[src/rtl/sdram_port_arbiter.sv]
// rtl/sdram_port_arbiter.sv - three-master arbiter in front of the SDRAM controller Avalon-MM slave
module sdram_port_arbiter #(
    parameter int ADDR_W       = 26,
    parameter int DATA_W       = 16,
    parameter int MAX_PENDING  = 4,
    parameter int STARVE_LIMIT = 8
) (
    input  logic              clk_clk,
    input  logic              reset_reset_n,
    input  logic [ADDR_W-1:0] m0_address,
    input  logic              m0_read,
    input  logic              m0_write,
    input  logic [DATA_W-1:0] m0_writedata,
    output logic              m0_waitrequest,
    output logic [DATA_W-1:0] m0_readdata,
    output logic              m0_readdatavalid,
    input  logic [ADDR_W-1:0] m1_address,
    input  logic              m1_read,
    input  logic              m1_write,
    input  logic [DATA_W-1:0] m1_writedata,
    output logic              m1_waitrequest,
    output logic [DATA_W-1:0] m1_readdata,
    output logic              m1_readdatavalid,
    input  logic [ADDR_W-1:0] m2_address,
    input  logic              m2_read,
    input  logic              m2_write,
    input  logic [DATA_W-1:0] m2_writedata,
    output logic              m2_waitrequest,
    output logic [DATA_W-1:0] m2_readdata,
    output logic              m2_readdatavalid,
    output logic [ADDR_W-1:0] avm_address,
    output logic              avm_read,
    output logic              avm_write,
    output logic [DATA_W-1:0] avm_writedata,
    input  logic              avm_waitrequest,
    input  logic [DATA_W-1:0] avm_readdata,
    input  logic              avm_readdatavalid,
    output logic              err_orphan
);

    localparam int PTR_W = $clog2(MAX_PENDING);
    localparam int CNT_W = PTR_W + 1;
    localparam int SC_W  = $clog2(STARVE_LIMIT + 1);

    typedef enum logic {IDLE, ISSUE} state_t;

    state_t            state_q, state_d;
    logic [2:0]        req_rd, req_wr, elig;
    logic [ADDR_W-1:0] p_addr [3];
    logic [DATA_W-1:0] p_data [3];
    logic              fifo_ok, win_valid, accept, push, pop, last_p2;
    logic [1:0]        win, owner, head_id;
    logic [SC_W-1:0]   starve_cnt;
    logic [1:0]        id_mem [MAX_PENDING];
    logic [PTR_W-1:0]  wr_ptr, rd_ptr;
    logic [CNT_W-1:0]  cnt;
    logic [2:0]        rdv;
    logic [DATA_W-1:0] rdata;

    assign req_rd    = {m2_read, m1_read, m0_read};
    assign req_wr    = {m2_write, m1_write, m0_write};
    assign p_addr[0] = m0_address;
    assign p_addr[1] = m1_address;
    assign p_addr[2] = m2_address;
    assign p_data[0] = m0_writedata;
    assign p_data[1] = m1_writedata;
    assign p_data[2] = m2_writedata;
    assign fifo_ok   = cnt < CNT_W'(MAX_PENDING);

    // A read wins over a simultaneous write, so a full FIFO blocks that port entirely.
    always_comb begin
        elig = '0;
        for (int i = 0; i < 3; i++) begin
            elig[i] = req_rd[i] ? fifo_ok : req_wr[i];
        end
    end

    always_comb begin
        win_valid = 1'b0;
        win       = 2'd0;
        if (elig[0] && !((starve_cnt >= SC_W'(STARVE_LIMIT)) && (elig[1] || elig[2]))) begin
            win_valid = 1'b1;
        end else if (elig[1] || elig[2]) begin
            win_valid = 1'b1;
            if (last_p2) win = elig[1] ? 2'd1 : 2'd2;
            else         win = elig[2] ? 2'd2 : 2'd1;
        end
    end

    assign accept = (state_q == ISSUE) && !avm_waitrequest;
    assign push   = accept && avm_read;
    assign pop    = avm_readdatavalid && (cnt != '0);

    always_comb begin
        state_d = state_q;
        case (state_q)
            IDLE:    if (win_valid) state_d = ISSUE;
            ISSUE:   if (!avm_waitrequest) state_d = IDLE;
            default: state_d = IDLE;
        endcase
    end

    always_ff @(posedge clk_clk or negedge reset_reset_n) begin
        if (!reset_reset_n) begin
            state_q       <= IDLE;
            avm_read      <= 1'b0;
            avm_write     <= 1'b0;
            avm_address   <= '0;
            avm_writedata <= '0;
            owner         <= 2'd0;
            starve_cnt    <= '0;
            last_p2       <= 1'b1;
        end else begin
            state_q <= state_d;
            if (state_q == IDLE) begin
                if (win_valid) begin
                    avm_address   <= p_addr[win];
                    avm_writedata <= p_data[win];
                    avm_read      <= req_rd[win];
                    avm_write     <= !req_rd[win];
                    owner         <= win;
                end
                if (win_valid && (win != 2'd0)) begin
                    starve_cnt <= '0;
                    last_p2    <= (win == 2'd2);
                end else if (!(elig[1] || elig[2])) begin
                    starve_cnt <= '0;
                end else if (win_valid && (starve_cnt < SC_W'(STARVE_LIMIT))) begin
                    starve_cnt <= starve_cnt + SC_W'(1);
                end
            end else if (!avm_waitrequest) begin
                avm_read  <= 1'b0;
                avm_write <= 1'b0;
            end
        end
    end

    assign m0_waitrequest = !(accept && (owner == 2'd0));
    assign m1_waitrequest = !(accept && (owner == 2'd1));
    assign m2_waitrequest = !(accept && (owner == 2'd2));

    // ID storage needs no reset: validity is tracked by the pointers and count alone.
    always_ff @(posedge clk_clk) begin
        if (push) id_mem[wr_ptr] <= owner;
    end

    assign head_id = id_mem[rd_ptr];

    always_ff @(posedge clk_clk or negedge reset_reset_n) begin
        if (!reset_reset_n) begin
            wr_ptr     <= '0;
            rd_ptr     <= '0;
            cnt        <= '0;
            rdv        <= '0;
            rdata      <= '0;
            err_orphan <= 1'b0;
        end else begin
            if (push) wr_ptr <= wr_ptr + PTR_W'(1);
            if (pop)  rd_ptr <= rd_ptr + PTR_W'(1);
            case ({push, pop})
                2'b10:   cnt <= cnt + CNT_W'(1);
                2'b01:   cnt <= cnt - CNT_W'(1);
                default: cnt <= cnt;
            endcase
            rdv <= '0;
            if (pop) begin
                rdv   <= 3'b001 << head_id;
                rdata <= avm_readdata;
            end
            if (avm_readdatavalid && (cnt == '0)) err_orphan <= 1'b1;
        end
    end

    assign m0_readdata      = rdata;
    assign m1_readdata      = rdata;
    assign m2_readdata      = rdata;
    assign m0_readdatavalid = rdv[0];
    assign m1_readdatavalid = rdv[1];
    assign m2_readdatavalid = rdv[2];

endmodule

[config.mk]
export PLATFORM = sky130hd
export DESIGN_NAME = sdram_port_arbiter
export DESIGN_NICKNAME = d
export VERILOG_FILES = /design/src/rtl/sdram_port_arbiter.sv
export SDC_FILE = /design/constraint.sdc
export NUM_CORES = 1
export LEC_CHECK = 0
export ABC_AREA = 1
export BUFFER_PORTS_ARGS = -buffer_cell sky130_fd_sc_hd__buf_2
export CAP_MARGIN = 10
export CORE_MARGIN = 2
export CORE_UTILIZATION = 42
export CTS_CLUSTER_DIAMETER = 100
export DETAILED_ROUTE_END_ITERATION = 10
export PLACE_DENSITY = 0.84
export SYNTH_ARGS = -nofsm -noshare
export SYNTH_HDL_FRONTEND = slang
export SYNTH_SLANG_ARGS = --single-unit
[constraint.sdc]
create_clock -name clk_clk -period 2 [get_ports clk_clk]
set_clock_uncertainty 0.05 [all_clocks]
set_input_delay 0.3 -clock clk_clk [delete_from_list [all_inputs] [get_ports clk_clk]]
set_output_delay 0.3 -clock clk_clk [all_outputs]
set_load 0.02 [all_outputs]
==> metrics <==
layout cells sized above 1=34.4%; Leakage=3.93 nW; Hold WC Path Type=in2reg; share of flip-flops with an asynchronous set or reset=90.8%; hpwl dp=9940 um; worst vdd ir=0.610 mV; register area share after synthesis=43.6%; cell mode on critical path=inv_1; gr usage total=20.5%; Crit path largest cell delay=0.38 ns; Hold Vio Cnt, Final=0; Final Cycle Share=92.3%; I/O Pins=251; core outline area=11900 um2; largest net degree at the start of global routing=80; initial antenna violation count=0; post-synthesis compound-gate area fraction=8.80%; setup ws final=0.154 ns; DRT iter0 DRCs=242; Die X=114 um; largest family of logic cells by synthesized area=simple AND/OR/NAND/NOR gates; Avg Cell Area, Syn=7.68 um2; Worst EP required=2.16 ns; Fillers=1143; Synth Area in Simple Gates=29.9%; Yosys reg bits=87; drt first pass iters=4; mux cell area share after synthesis=0%; Synth Area in Adders=2.11%; PD cells=1430 nW/um2; deepest clock path buffer count=2; Tightest Pin Transition=0.422 ns; Yosys cell types=32; routability cong.=0.801; number of diodes=0; root buffer cell=clkbuf_16; crit path cell chain=inv_1 > nand3_2 > nand2_4 > clkinv_4 > ha_1 > inv_1 > fa_1 > a21oi_1 > o21ai_0 > xor2_1; area delta synth->final=29.3%; DRT antenna net count=0; Final TNS setup=0 ns; number of global-route vias before repair=4579; Synth Net Count=823; vias per std cell=4.78; Synth Area in XOR/XNOR=1.03%; Worst-Skew Late Latency=0.33 ns; Synth Instances=663; CTS tree=done; most frequent cell after synthesis=nand2_1; Arr. time, crit path=2.00 ns; drt total wl=13300 um; post-route cell area=6580 um2; Setup crit start kind=flip-flop; Slew Viols, Final=0; postcts setup bufs=0; RSZ-0062 raised after global routing=false; # H-tree levels=3; critical path type=reg2reg; top cells by count, synth=nand2_1, nand3_1, dfrtp_1; max cap viols=0; PortBufs=250; most area-hungry cell type in the Yosys netlist=dfrtp_1; final-stage net count=1037; DRC viols=0; Post-Syn Area=5090 um2; die footprint=13000 um2; Max FO, Critical Path=3; Rel. slew slack=71.9%; yosys warns=0; crit path capture type=flip-flop; via count=4923; post-layout util=55.3%; Clock transition at path regs=0.07 ns; number of buffers created by CTS=9; grt ovf=0; Max Freq=0.542 GHz; DP Area=6260 um2; Setup WS pre-CTS=0.117 ns; Final Critical Period=1.85 ns; status=finished, final reports clean; Starting Density=42.7%; # clock sinks=87; top cells by area, synth=dfrtp_1, nand2_1, nand3_1; Die Ht=114 um; Finish-stage setup viols=0; number of synthesized flops with an enable pin=8; Main synth FF type=dfrtp_1; # rows=40; slowest stage cell, crit path=fa_1; top cell type's share of synthesized area=38.3%; first-pass GRT wire length=21300 um; Avg WL per Cell=13.0 um
[final timing paths]
check / from / to / slack (ns) / cells after the start
max in group asynchronous: reset_reset_n / last_p2$_DFFE_PN1P_ / 1.07 / 3
setup reg to reg: cnt[0]$_DFFE_PN0P_ / cnt[2]$_DFFE_PN0P_ / 0.15 / 10
hold reg to reg: rd_ptr[1]$_DFFE_PN0P_ / rd_ptr[1]$_DFFE_PN0P_ / 0.42 / 1
hold / removal: avm_readdata[3] / m0_readdata[3]$_DFFE_PN0P_ / 0.11 / 3
setup / recovery: cnt[0]$_DFFE_PN0P_ / cnt[2]$_DFFE_PN0P_ / 0.15 / 10
min in group asynchronous: reset_reset_n / avm_address[15]$_DFFE_PN0P_ / 0.48 / 3
[registers in the layout, indices dropped and copies added, names as in the netlist, 2 cells and up]
| signal | cells |
|---|---|
| cnt | 3 |
| owner | 2 |
| wr_ptr | 2 |
| avm_writedata | 16 |
| id_mem | 8 |
| rdv | 3 |
| m0_readdata | 16 |
| rd_ptr | 2 |
| avm_address | 26 |
| starve_cnt | 4 |
[cell families (layout without fill, tap and decap cells)]
logic type / after synthesis / in the layout
AND/OR/NAND/NOR: 362 / 362
flip-flops: 87 / 87
XOR/XNOR: 6 / 6
adder cells (fa/ha/maj): 8 / 8
buffers and inverters: 137 / 356
AO/OA/AOI/OAI: 63 / 63
[where the power goes]
group / internal [W] / switching (W)
Clock: 0.000997 / 0.000742
Combinational: 0.00161 / 0.00305
Sequential: 0.00253 / 0.000491
[layer usage]
layer	vias up	routed length, um	global-route usage, %
met3	21	1050	4.50
met4	0	283	8.54
met5	-	0	0
li1	2488	-	-
met2	220	6500	36.5
met1	2194	5510	23.8
[layout make-up]
cell class                 instances  area, um2  share of cell area (%)
sequential                        87       2220                    33.7
multi-input combinational        439       2140                    32.5
timing repair buffer             268       1450                    22.1
inverter                          72        275                    4.18
clock buffer                       9        225                    3.42
tap                              147        184                    2.79
clock inverter                     7       85.1                    1.29
[critical path: cells and delay by family, from the launching register on]
family	cells	cell delay, ns
AOI/OAI and AO/OA	2	0.25
xor gates and xnor gates	1	0.17
adders and majority gates	2	0.50
buffers and inverters	3	0.20
DFF	1	0.37
and+or+nand+nor	2	0.17
[through the flow]
stage | total power [W] | hold slack [ns] | std cells
after CTS | 0.00951 | 0.0957 | 1029
after floorplan | 0.00644 | -0.0456 | 663
after global placement | 0.00760 | 0.304 | 1012
after global routing | 0.0101 | 0.105 | 1029
after detailed placement | 0.00772 | 0.307 | 1012
final | 0.00942 | 0.110 | 1029
[cell usage in the layout, fill, tap and decap left out, drive strengths merged, types with 2 or more instances in the layout]
cell type / synthesis / routed
clkbuf: 2 / 9
xor2: 4 / 4
xnor2: 2 / 2
inv: 71 / 76
dfrtp: 78 / 78
o21bai: 43 / 43
nand2: 251 / 251
buf: 63 / 267
ha: 7 / 7
nand3: 96 / 96
nor2: 12 / 12
edfxtp: 8 / 8
clkinv: 1 / 2
a21oi: 8 / 8
o21ai: 9 / 9
[what timing repair did]
| item | CTS | global route |
|---|---|---|
| endpoints found under the setup margin | 0 | 1 |
| gates resized for setup | 0 | 1 |
| hold buffers | 1 | 0 |
| endpoints found under the hold margin | 78 | 0 |
(Power assumes the default switching activity.)
